**src/rtl/approx_mult_pkg.sv**
```systemverilog
// Shared types and helpers for the pipelined exact/approximate unsigned multiplier.
package approx_mult_pkg;

    localparam int DEF_WIDTH = 8;
    localparam int PW        = 2 * DEF_WIDTH;
    localparam int MAX_W     = 16;

    // Partial-product matrix, row i = multiplier bit, column j = multiplicand bit.
    typedef logic [MAX_W-1:0][MAX_W-1:0] pp_mat_t;

    typedef enum logic {
        MODE_EXACT  = 1'b0,
        MODE_APPROX = 1'b1
    } mode_e;

    // OR of every partial product whose weight is 2^k.
    function automatic logic col_or(input pp_mat_t pp, input int k, input int w);
        logic r;
        int   j;
        r = 1'b0;
        for (int i = 0; i < MAX_W; i++) begin
            j = k - i;
            if (i < w && j >= 0 && j < w) begin
                r = r | pp[i][j];
            end
        end
        return r;
    endfunction

endpackage

```
**src/rtl/approx_mult_if.sv**
```systemverilog
// Valid/ready operand and product channels of the approximate multiplier.
interface approx_mult_if #(
    parameter int WIDTH = 8
);
    logic               in_valid;
    logic               in_ready;
    logic [WIDTH-1:0]   in_a;
    logic [WIDTH-1:0]   in_b;
    logic               in_approx;
    logic               out_valid;
    logic               out_ready;
    logic [2*WIDTH-1:0] out_prod;
    logic               out_approx;

    modport master (
        output in_valid, in_a, in_b, in_approx, out_ready,
        input  in_ready, out_valid, out_prod, out_approx
    );

    modport slave (
        input  in_valid, in_a, in_b, in_approx, out_ready,
        output in_ready, out_valid, out_prod, out_approx
    );
endinterface

```
**src/rtl/approx_pp_reduce.sv**
```systemverilog
// Combinational reduction of the PP matrix to two carry-save rows plus an OR-compressed low vector.
module approx_pp_reduce
    import approx_mult_pkg::*;
#(
    parameter int WIDTH       = DEF_WIDTH,
    parameter int APPROX_COLS = 8
) (
    input  logic [WIDTH-1:0][WIDTH-1:0] pp,
    input  mode_e                       mode,
    output logic [2*WIDTH-1:0]          sum_row,
    output logic [2*WIDTH-1:0]          carry_row,
    output logic [2*WIDTH-1:0]          low_vec
);

    localparam int PROD_W = 2 * WIDTH;

    function automatic logic [1:0] ha_cell(input logic x, input logic y);
        return {x & y, x ^ y};
    endfunction

    function automatic logic [1:0] fa_cell(input logic x, input logic y, input logic z);
        return {(x & y) | (x & z) | (y & z), x ^ y ^ z};
    endfunction

    // Exact 4:2 compressor: {cout, carry, sum}; cout feeds the next column's cin.
    function automatic logic [2:0] c42_cell(input logic x1, input logic x2, input logic x3,
                                            input logic x4, input logic cin);
        logic [1:0] f1;
        logic [1:0] f2;
        f1 = fa_cell(x1, x2, x3);
        f2 = fa_cell(f1[0], x4, cin);
        return {f1[1], f2[1], f2[0]};
    endfunction

    function automatic logic [2*PROD_W-1:0] ha_rows(input logic [PROD_W-1:0] x,
                                                    input logic [PROD_W-1:0] y);
        logic [PROD_W-1:0] s;
        logic [PROD_W:0]   c;
        logic [1:0]        h;
        c = '0;
        for (int k = 0; k < PROD_W; k++) begin
            h        = ha_cell(x[k], y[k]);
            s[k]     = h[0];
            c[k+1]   = h[1];
        end
        return {c[PROD_W-1:0], s};
    endfunction

    function automatic logic [2*PROD_W-1:0] fa_rows(input logic [PROD_W-1:0] x,
                                                    input logic [PROD_W-1:0] y,
                                                    input logic [PROD_W-1:0] z);
        logic [PROD_W-1:0] s;
        logic [PROD_W:0]   c;
        logic [1:0]        f;
        c = '0;
        for (int k = 0; k < PROD_W; k++) begin
            f      = fa_cell(x[k], y[k], z[k]);
            s[k]   = f[0];
            c[k+1] = f[1];
        end
        return {c[PROD_W-1:0], s};
    endfunction

    // Carries beyond the top column are dropped: the product is taken mod 2^PROD_W.
    function automatic logic [2*PROD_W-1:0] c42_rows(input logic [PROD_W-1:0] x1,
                                                     input logic [PROD_W-1:0] x2,
                                                     input logic [PROD_W-1:0] x3,
                                                     input logic [PROD_W-1:0] x4);
        logic [PROD_W-1:0] s;
        logic [PROD_W:0]   c;
        logic [2:0]        q;
        logic              cin;
        c   = '0;
        cin = 1'b0;
        for (int k = 0; k < PROD_W; k++) begin
            q      = c42_cell(x1[k], x2[k], x3[k], x4[k], cin);
            s[k]   = q[0];
            c[k+1] = q[1];
            cin    = q[2];
        end
        return {c[PROD_W-1:0], s};
    endfunction

    pp_mat_t           full;
    logic              use_approx;
    logic [PROD_W-1:0] rows [WIDTH];

    always_comb begin
        full       = '0;
        use_approx = (mode == MODE_APPROX) && (APPROX_COLS > 0);
        low_vec    = '0;
        for (int i = 0; i < WIDTH; i++) begin
            rows[i] = '0;
            for (int j = 0; j < WIDTH; j++) begin
                full[i][j] = pp[i][j];
                if (!(use_approx && (i + j) < APPROX_COLS)) begin
                    rows[i][i+j] = pp[i][j];
                end
            end
        end
        for (int k = 0; k < PROD_W; k++) begin
            if (use_approx && k < APPROX_COLS) begin
                low_vec[k] = col_or(full, k, WIDTH);
            end
        end

        sum_row   = rows[0];
        carry_row = '0;
        if (WIDTH > 1) begin
            {carry_row, sum_row} = ha_rows(rows[0], rows[1]);
        end
        for (int r = 2; r + 1 < WIDTH; r += 2) begin
            {carry_row, sum_row} = c42_rows(sum_row, carry_row, rows[r], rows[r+1]);
        end
        if (WIDTH > 2 && (WIDTH % 2) == 1) begin
            {carry_row, sum_row} = fa_rows(sum_row, carry_row, rows[WIDTH-1]);
        end
    end

endmodule

```
**src/rtl/approx_mult_pipe.sv**
```systemverilog
// 3-stage valid/ready unsigned multiplier with per-beat exact/approximate mode.
// Optional error monitor (err_cnt/err_max) enabled by defining APPROX_ERR_MON_EN.
module approx_mult_pipe
    import approx_mult_pkg::*;
#(
    parameter int WIDTH       = DEF_WIDTH,
    parameter int APPROX_COLS = 8
) (
    input  logic               CLK,
    input  logic               RST_N,
    approx_mult_if.slave       bus,
    output logic [31:0]        op_cnt
`ifdef APPROX_ERR_MON_EN
    ,
    output logic [31:0]        err_cnt,
    output logic [2*WIDTH-1:0] err_max
`endif
);

    localparam int PROD_W = 2 * WIDTH;

    function automatic logic [31:0] sat_inc32(input logic [31:0] v);
        return (v == 32'hFFFF_FFFF) ? v : v + 32'd1;
    endfunction

    function automatic logic [PROD_W-1:0] merge_rows(input logic [PROD_W-1:0] s,
                                                     input logic [PROD_W-1:0] c,
                                                     input logic [PROD_W-1:0] l);
        return s + c + l;
    endfunction

    logic adv;
    logic deliver;
    logic vld_p0, vld_p1, vld_p2;

    logic [WIDTH-1:0][WIDTH-1:0] pp_next, pp_p0;
    mode_e                       mode_in, mode_p0, mode_p1;
    logic [PROD_W-1:0]           sum_row, carry_row, low_vec;
    logic [PROD_W-1:0]           sum_p1, carry_p1, low_p1;
    logic [PROD_W-1:0]           prod_p2;
    logic                        approx_p2;

    // A single advance enable moves every stage together; bubbles stay in place.
    assign adv            = !vld_p2 || bus.out_ready;
    assign deliver        = vld_p2 && bus.out_ready;
    assign bus.in_ready   = adv;
    assign bus.out_valid  = vld_p2;
    assign bus.out_prod   = prod_p2;
    assign bus.out_approx = approx_p2;
    assign mode_in        = bus.in_approx ? MODE_APPROX : MODE_EXACT;

    always_comb begin
        for (int i = 0; i < WIDTH; i++) begin
            for (int j = 0; j < WIDTH; j++) begin
                pp_next[i][j] = bus.in_a[j] & bus.in_b[i];
            end
        end
    end

    approx_pp_reduce #(
        .WIDTH       (WIDTH),
        .APPROX_COLS (APPROX_COLS)
    ) u_reduce (
        .pp        (pp_p0),
        .mode      (mode_p0),
        .sum_row   (sum_row),
        .carry_row (carry_row),
        .low_vec   (low_vec)
    );

    always_ff @(posedge CLK or negedge RST_N) begin
        if (!RST_N) begin
            vld_p0    <= 1'b0;
            vld_p1    <= 1'b0;
            vld_p2    <= 1'b0;
            prod_p2   <= '0;
            approx_p2 <= 1'b0;
            op_cnt    <= '0;
        end else begin
            if (adv) begin
                vld_p0 <= bus.in_valid;
                vld_p1 <= vld_p0;
                vld_p2 <= vld_p1;
            end
            // Stage 3: final carry-propagate add of S, C and the OR vector.
            if (adv && vld_p1) begin
                prod_p2   <= merge_rows(sum_p1, carry_p1, low_p1);
                approx_p2 <= (mode_p1 == MODE_APPROX);
            end
            if (deliver) begin
                op_cnt <= op_cnt + 32'd1;
            end
        end
    end

    always_ff @(posedge CLK) begin
        if (adv) begin
            // Stage 1: partial-product matrix and mode.
            pp_p0    <= pp_next;
            mode_p0  <= mode_in;
            // Stage 2: carry-save rows and OR-compressed low columns.
            sum_p1   <= sum_row;
            carry_p1 <= carry_row;
            low_p1   <= low_vec;
            mode_p1  <= mode_p0;
        end
    end

`ifdef APPROX_ERR_MON_EN
    logic [PROD_W-1:0] exact_p0, exact_p1, exact_p2;
    logic [PROD_W-1:0] err_abs;

    assign err_abs = (exact_p2 >= prod_p2) ? exact_p2 - prod_p2 : prod_p2 - exact_p2;

    always_ff @(posedge CLK) begin
        if (adv) begin
            exact_p0 <= PROD_W'(bus.in_a) * PROD_W'(bus.in_b);
            exact_p1 <= exact_p0;
        end
        if (adv && vld_p1) begin
            exact_p2 <= exact_p1;
        end
    end

    always_ff @(posedge CLK or negedge RST_N) begin
        if (!RST_N) begin
            err_cnt <= '0;
            err_max <= '0;
        end else if (deliver && approx_p2 && (prod_p2 != exact_p2)) begin
            err_cnt <= sat_inc32(err_cnt);
            if (err_abs > err_max) begin
                err_max <= err_abs;
            end
        end
    end
`endif

endmodule

```
**src/flat_wrapper.sv**
```systemverilog
// flat-port wrapper written by rule: the top's interface ports become plain ports
module approx_mult_pipe_flat import approx_mult_pkg::*;
#(
    parameter int WIDTH       = DEF_WIDTH,
    parameter int APPROX_COLS = 8
)
  (CLK, RST_N, op_cnt, bus_in_valid, bus_in_a, bus_in_b, bus_in_approx, bus_out_ready, bus_in_ready, bus_out_valid, bus_out_prod, bus_out_approx);
  approx_mult_if #(.WIDTH(WIDTH)) bus_i ();
  input  logic CLK;
  input  logic RST_N;
  output logic [31:0] op_cnt;
  input wire logic [$bits(bus_i.in_valid)-1:0] bus_in_valid;
  input wire logic [$bits(bus_i.in_a)-1:0] bus_in_a;
  input wire logic [$bits(bus_i.in_b)-1:0] bus_in_b;
  input wire logic [$bits(bus_i.in_approx)-1:0] bus_in_approx;
  input wire logic [$bits(bus_i.out_ready)-1:0] bus_out_ready;
  output wire logic [$bits(bus_i.in_ready)-1:0] bus_in_ready;
  output wire logic [$bits(bus_i.out_valid)-1:0] bus_out_valid;
  output wire logic [$bits(bus_i.out_prod)-1:0] bus_out_prod;
  output wire logic [$bits(bus_i.out_approx)-1:0] bus_out_approx;
  assign bus_i.in_valid = bus_in_valid;
  assign bus_i.in_a = bus_in_a;
  assign bus_i.in_b = bus_in_b;
  assign bus_i.in_approx = bus_in_approx;
  assign bus_i.out_ready = bus_out_ready;
  assign bus_in_ready = bus_i.in_ready;
  assign bus_out_valid = bus_i.out_valid;
  assign bus_out_prod = bus_i.out_prod;
  assign bus_out_approx = bus_i.out_approx;
  approx_mult_pipe #(.WIDTH(WIDTH), .APPROX_COLS(APPROX_COLS)) u_core (.CLK(CLK), .RST_N(RST_N), .bus(bus_i), .op_cnt(op_cnt));
endmodule
```
**config.mk**
```make
export PLATFORM = sky130hd
export DESIGN_NAME = approx_mult_pipe_flat
export DESIGN_NICKNAME = d
export VERILOG_FILES = /design/src/rtl/approx_mult_pkg.sv /design/src/rtl/approx_mult_if.sv /design/src/rtl/approx_pp_reduce.sv /design/src/rtl/approx_mult_pipe.sv /design/src/flat_wrapper.sv
export SDC_FILE = /design/constraint.sdc
export NUM_CORES = 1
export LEC_CHECK = 0
export BUFFER_PORTS_ARGS = -buffer_cell sky130_fd_sc_hd__buf_2
export CORE_MARGIN = 3
export CORE_UTILIZATION = 35
export CTS_CLUSTER_SIZE = 14
export DETAILED_ROUTE_END_ITERATION = 8
export PLACE_DENSITY = 0.6
export SETUP_SLACK_MARGIN = 0.02
export SLEW_MARGIN = 20
export SYNTH_ARGS = -nofsm -noshare
export SYNTH_HDL_FRONTEND = slang
export SYNTH_SLANG_ARGS = --single-unit
```
**constraint.sdc**
```tcl
create_clock -name CLK -period 5.33 [get_ports CLK]
set_input_delay 0.533 -clock CLK [delete_from_list [all_inputs] [get_ports CLK]]
set_output_delay 0.533 -clock CLK [all_outputs]
set_load 0.05 [all_outputs]
```
=== Yosys cells after proc, flatten, opt, wreduce, memory -nomap -nowiden ===
Cells that the tools add are included.

* Flip-flop bits (word level): 148
* Latch bits: 0
* RAM bits: 0
* ROM bits: 0
* Output and inout port bits: 51
* Memories: 0

* Add/sub/neg operators: 3
* $mul: 0
* Div/mod/pow operators: 0
* Order comparisons: 0
* Equality and inequality tests: 0
* Shift-type cells: 0
* Mux-type cells: 64
* Bitwise gates (word level): 400
* Reductions and logical operators: 4

{| class="wikitable"
|+ Operator list
! cell !! count
|-
| $and 1x1->1 || 197
|-
| $or 1x1->1 || 112
|-
| $xor 1x1->1 || 91
|-
| $mux 1 || 64
|-
| $add 32x1->32 const B || 1
|-
| $add 15x15->16 || 1
|-
| $add 16x8->16 || 1
|-
| $logic_and 1x1->1 || 2
|-
| $logic_not 1->1 || 1
|-
| $logic_or 1x1->1 || 1
|}

=== Depth between registers and ports, before layout ===
* Depth in word-level cells: 20
* Mapped depth: 13
* Mapped depth without buffers: 12

=== Modules after synthesis ===
Synthesis repeated with hierarchy kept, for this count alone.

* Cells, all modules: 637
* Area, all modules: 8548.2 µm²

{| class="wikitable"
|+ By module, submodules not included
! module !! times used !! cells each !! area each (µm²) !! seq. area each (µm²)
|-
| approx_mult_pipe || 1 || 464 || 6939.2 || 4724.5
|-
| approx_pp_reduce || 1 || 173 || 1609.0 || 0.0
|}

=== Worst setup path before layout ===
OpenSTA, ideal clock, no wires.

* Path type: register -> register
* From: register u_core.mode_p0
* To: register u_core.sum_p1[7], data pin
* Setup time: 0.269 ns
* Data arrival time: 4.299 ns
* Data required time: 5.061 ns
* Setup slack: 0.762 ns
* Cell stages (with the launch flop): 14
* Path buffers: 1
* Cells stage by stage: edfxtp_1 clkbuf_1 nor2b_1 ha_1 inv_1 fa_1 fa_1 inv_1 fa_1 fa_1 inv_1 fa_1 inv_1 fa_1

* Word-level cells in the longest chain between the ends: 18

{| class="wikitable"
|+ Ends and longest elaborated chain
! item !! RTL line !! source
|-
| from (decl) || approx_mult_pipe.sv:37 || <nowiki>mode_e mode_in, mode_p0, mode_p1;</nowiki>
|-
| from (signal assigned) || approx_mult_pipe.sv:100 || <nowiki>mode_p0 <= mode_in;</nowiki>
|-
| $mux 1 || approx_pp_reduce.sv:96 || <nowiki>if (!(use_approx && (i + j) < APPROX_COLS)) begin</nowiki>
|-
| $xor 1x1->1 or $and 1x1->1 (tied branches) || approx_pp_reduce.sv:18 || <nowiki>return {x & y, x ^ y};</nowiki>
|-
| $and 1x1->1 || approx_pp_reduce.sv:22 || <nowiki>return {(x & y) | (x & z) | (y & z), x ^ y ^ z};</nowiki>
|-
| $or 1x1->1 (2 in a row) || approx_pp_reduce.sv:22 ||
|-
| $and 1x1->1 || approx_pp_reduce.sv:22 ||
|-
| $or 1x1->1 (2 in a row) || approx_pp_reduce.sv:22 ||
|-
| $and 1x1->1 || approx_pp_reduce.sv:22 ||
|-
| $or 1x1->1 (2 in a row) || approx_pp_reduce.sv:22 ||
|-
| $and 1x1->1 || approx_pp_reduce.sv:22 ||
|-
| $or 1x1->1 (2 in a row) || approx_pp_reduce.sv:22 ||
|-
| $xor 1x1->1 or $and 1x1->1 (tied branches) || approx_pp_reduce.sv:22 ||
|-
| $xor 1x1->1 or $or 1x1->1 (tied branches) (2 in a row) || approx_pp_reduce.sv:22 ||
|-
| $xor 1x1->1 * || approx_pp_reduce.sv:22 ||
|-
| named net u_core.sum_row[7] || approx_mult_pipe.sv:38 || <nowiki>logic [PROD_W-1:0] sum_row, carry_row, low_vec;</nowiki>
|-
| to (signal assigned) || approx_mult_pipe.sv:102 || <nowiki>sum_p1 <= sum_row;</nowiki>
|-
| to (decl) || approx_mult_pipe.sv:39 || <nowiki>logic [PROD_W-1:0] sum_p1, carry_p1, low_p1;</nowiki>
|}

Mark *: on every way through the listed nets, which the timed path passes. The rest lies on a longest branch.
A chain may end at the register's enable or synchronous reset.

=== Worst setup path in the final report ===
Same ends and word-level chain as after synthesis.

==> impl_results.md <==
* Pre-Repair DR Iteration Count at 4
* VDD IR-drop max at 0.000240 V
* Sequential cell area fraction in the yosys report at 54.4%
* Slew @ Worst Pin at 0.933 ns
* # setup viols final at 0
* Syn. warnings at 0
* Post-Synthesis Cells at 609
* Die area at 23800 um2
* Final Routed Wirelength at 14500 um
* Max-Cap Viols at 0
* Global-route wire length before repair at 24200 um
* Max-slew headroom at 37.8%
* Crit path DAT at 4.61 ns
* Top-area cell type share of the netlist area at 37.5%
* Clock Skews at 0.0104 ns
* Fin area at 8960 um2
* Post-synth ARST share at 35.1%
* Main combinational cell family by area after synthesis: simple AND/OR/NAND/NOR gates
* 1st-iter DRT viols at 282
* Placed Area at 8380 um2
* RePlAce Congestion at 0.840
* Sink Count at 148
* Via density at 4.78
* Gr usage total at 12.7%
* Net count of the mapped netlist at 696
* Post-synth EDFFs at 96
* DRC at 0
* Mux contribution to synthesized area at 0.570%
* H-tree depth at 4
* Routed WL per cell at 14.8 um
* Mean Syn Cell Area at 12.6 um2
* Root Buffer: clkbuf_16
* Remaining antenna violation count after routing at 0
* CTS tree: done
* Area Growth Syn to Fin at 16.6%
* RSZ-0062 raised after global routing: no
* Fin crit share at 83.4%
* Area of the mapped netlist at 7690 um2
* Vias in the first global route at 4851
* Remaining global-route overflow at 0
* Final hold vios at 0
* Fmax at 225 MHz
* Worst Setup End Kind: flop
* Period minus WS final at 4.45 ns
* Worst-path clk slew at 0.06 ns
* Post-Synth Simple-Gate Area at 16.5%
* Detail Placement HPWL at 10900 um
* PD cells at 536 nW/um2
* Die Y at 154 um
* Commonest cells after routing, fill and taps aside: edfxtp_1, buf_2, and2_1, inv_1, dfrtp_1
* TritonCTS buffer count at 17
* Final TNS setup at 0 ns
* Compound-Gate Fraction of Synth Area at 6.28%
* Status: finished clean
* Synth area leader: edfxtp_1
* Clock Tree Buf Depth at 2
* Vias at 4689
* Nets@finish at 779
* Initial antenna violation count at 0
* Ratio of cells with drive above 1 in the final layout at 16.3%
* Ant. Diodes at 0
* Post-synth cell types at 53
* Critical path type: flop to flop
* CTS resizes at 0
* IO Pins at 72
* Top FF cell, synth: edfxtp_1
* CORE AREA at 21300 um2
* Commonest non-fill, non-tap cell in the layout: edfxtp_1
* Xor-xnor portion of the synthesized cell area at 3.87%
* Starting Density at 36.1%
* Seq cells post-synth at 148
* Hold buffer count at cts at 0
* Synth top area cells: edfxtp_1, dfrtp_1, fa_1
* Hold WC Path Type: input port to async pin
* Crit-path max FO at 36
* Worst skew pair latency at 0.42 ns
* Critical path startpoint category: flop
* Leak at 3.89 nW
* Number of buffers added on ports at 71
* Largest net degree at the start of global routing at 79
* Die Wd at 154 um
* Fin. max-slew vios at 0
* Synth Area in Adders at 14.9%
* # Post-CTS Setup Buffers at 0
* Row count at 53
* Req. time, crit path at 5.50 ns
## worst max-delay path, cell delays in order, from the launching register on
cell      delay, ns
edfxtp_1       0.50
buf_4          0.29
nor2b_1        0.16
ha_1           0.16
inv_1          0.05
fa_1           0.43
fa_1           0.50
inv_1          0.06
fa_1           0.53
inv_1          0.06
fa_1           0.44
fa_1           0.51
inv_1          0.05
fa_1           0.45
## synthesized netlist by cell type, types with 4 or more instances
master and number:
xor2_1 14, a21o_1 7, and4_1 4, nand3_1 16
dfrtp_1 52, nand4_1 6, ha_1 23, o21a_1 11
nor2b_1 25, nand2_1 36, nor2_1 17, clkbuf_1 8
xnor2_1 20, a21oi_1 8, a211oi_1 5, fa_1 43
nand2b_1 17, and2_1 66, edfxtp_1 96, o21ai_0 12
inv_1 57, nor4_1 4, o31ai_1 4, nor3_1 9
and3_1 6
## flip-flops by register name, summed over array words and instances (netlist names)
register               cells
u_core.carry_p1            7
u_core.low_p1              8
u_core.op_cnt             32
u_core.bus.out_approx      1
u_core.mode_p1             1
u_core.bus.out_prod       16
u_core.sum_p1             15
u_core.mode_p0             1
u_core.vld_p1              1
u_core.bus.out_valid       1
u_core.pp_p0              64
u_core.vld_p0              1
## area by class of cell
cell class | count | area (um2)
Clock inverter | 14 | 158
Inverter | 57 | 214
Tap cell | 275 | 344
Timing Repair Buffer | 75 | 385
Fill cell | 1959 | 12300
Sequential cell | 148 | 4180
Clock buffer | 18 | 429
Multi-Input combinational cell | 393 | 3250
## cell families after synthesis
logic type,Yosys count
AND/OR/NAND/NOR,221
flip-flops,148
AO/OA/AOI/OAI,68
buffers and inverters,68
adder cells (fa/ha/maj),66
XOR/XNOR,34
multiplexers,4
## through the flow
step	setup WS [ns]	utilization, %	hold slack (ns)	std cells	power (mW)
after floorplan	0.762	-	0.237	609	3.17
after global placement	0.974	39.4	0.409	948	3.60
after detailed placement	0.877	39.4	0.421	948	3.65
after CTS	0.866	42.1	0.240	980	4.86
after global routing	0.690	42.1	0.269	980	5.16
final	0.883	42.1	0.218	980	4.80
## report_power, final
part | internal (mW) | switching, mW
sequential | 1.60 | 0.145
clock | 0.732 | 0.461
combinational | 0.676 | 1.19
## worst paths after layout
kind                             startpoint                       to  slack (ns)  cells past startpoint
hold reg to reg            u_core.pp_p0[63]        u_core.sum_p1[14]        0.43                      0
hold / removal                        RST_N        u_core.op_cnt[11]        0.22                      2
setup / recovery             u_core.mode_p0         u_core.sum_p1[7]        0.88                     13
max in group asynchronous             RST_N  u_core.bus.out_prod[13]        4.67                      2
min in group CLK              bus_in_approx           u_core.mode_p0        0.31                      1
setup reg to reg             u_core.mode_p0         u_core.sum_p1[7]        0.88                     13
## layer usage
layer / GRT usage, % / vias to the layer above / part of all wire, %
met5: 0 / - / 0
met4: 3.78 / 0 / 1.4
met3: 3.69 / 19 / 4.9
met2: 19.9 / 118 / 46
met1: 17.1 / 2294 / 48
li1: - / 2258 / -
Power figures use the tool's default switching activity.
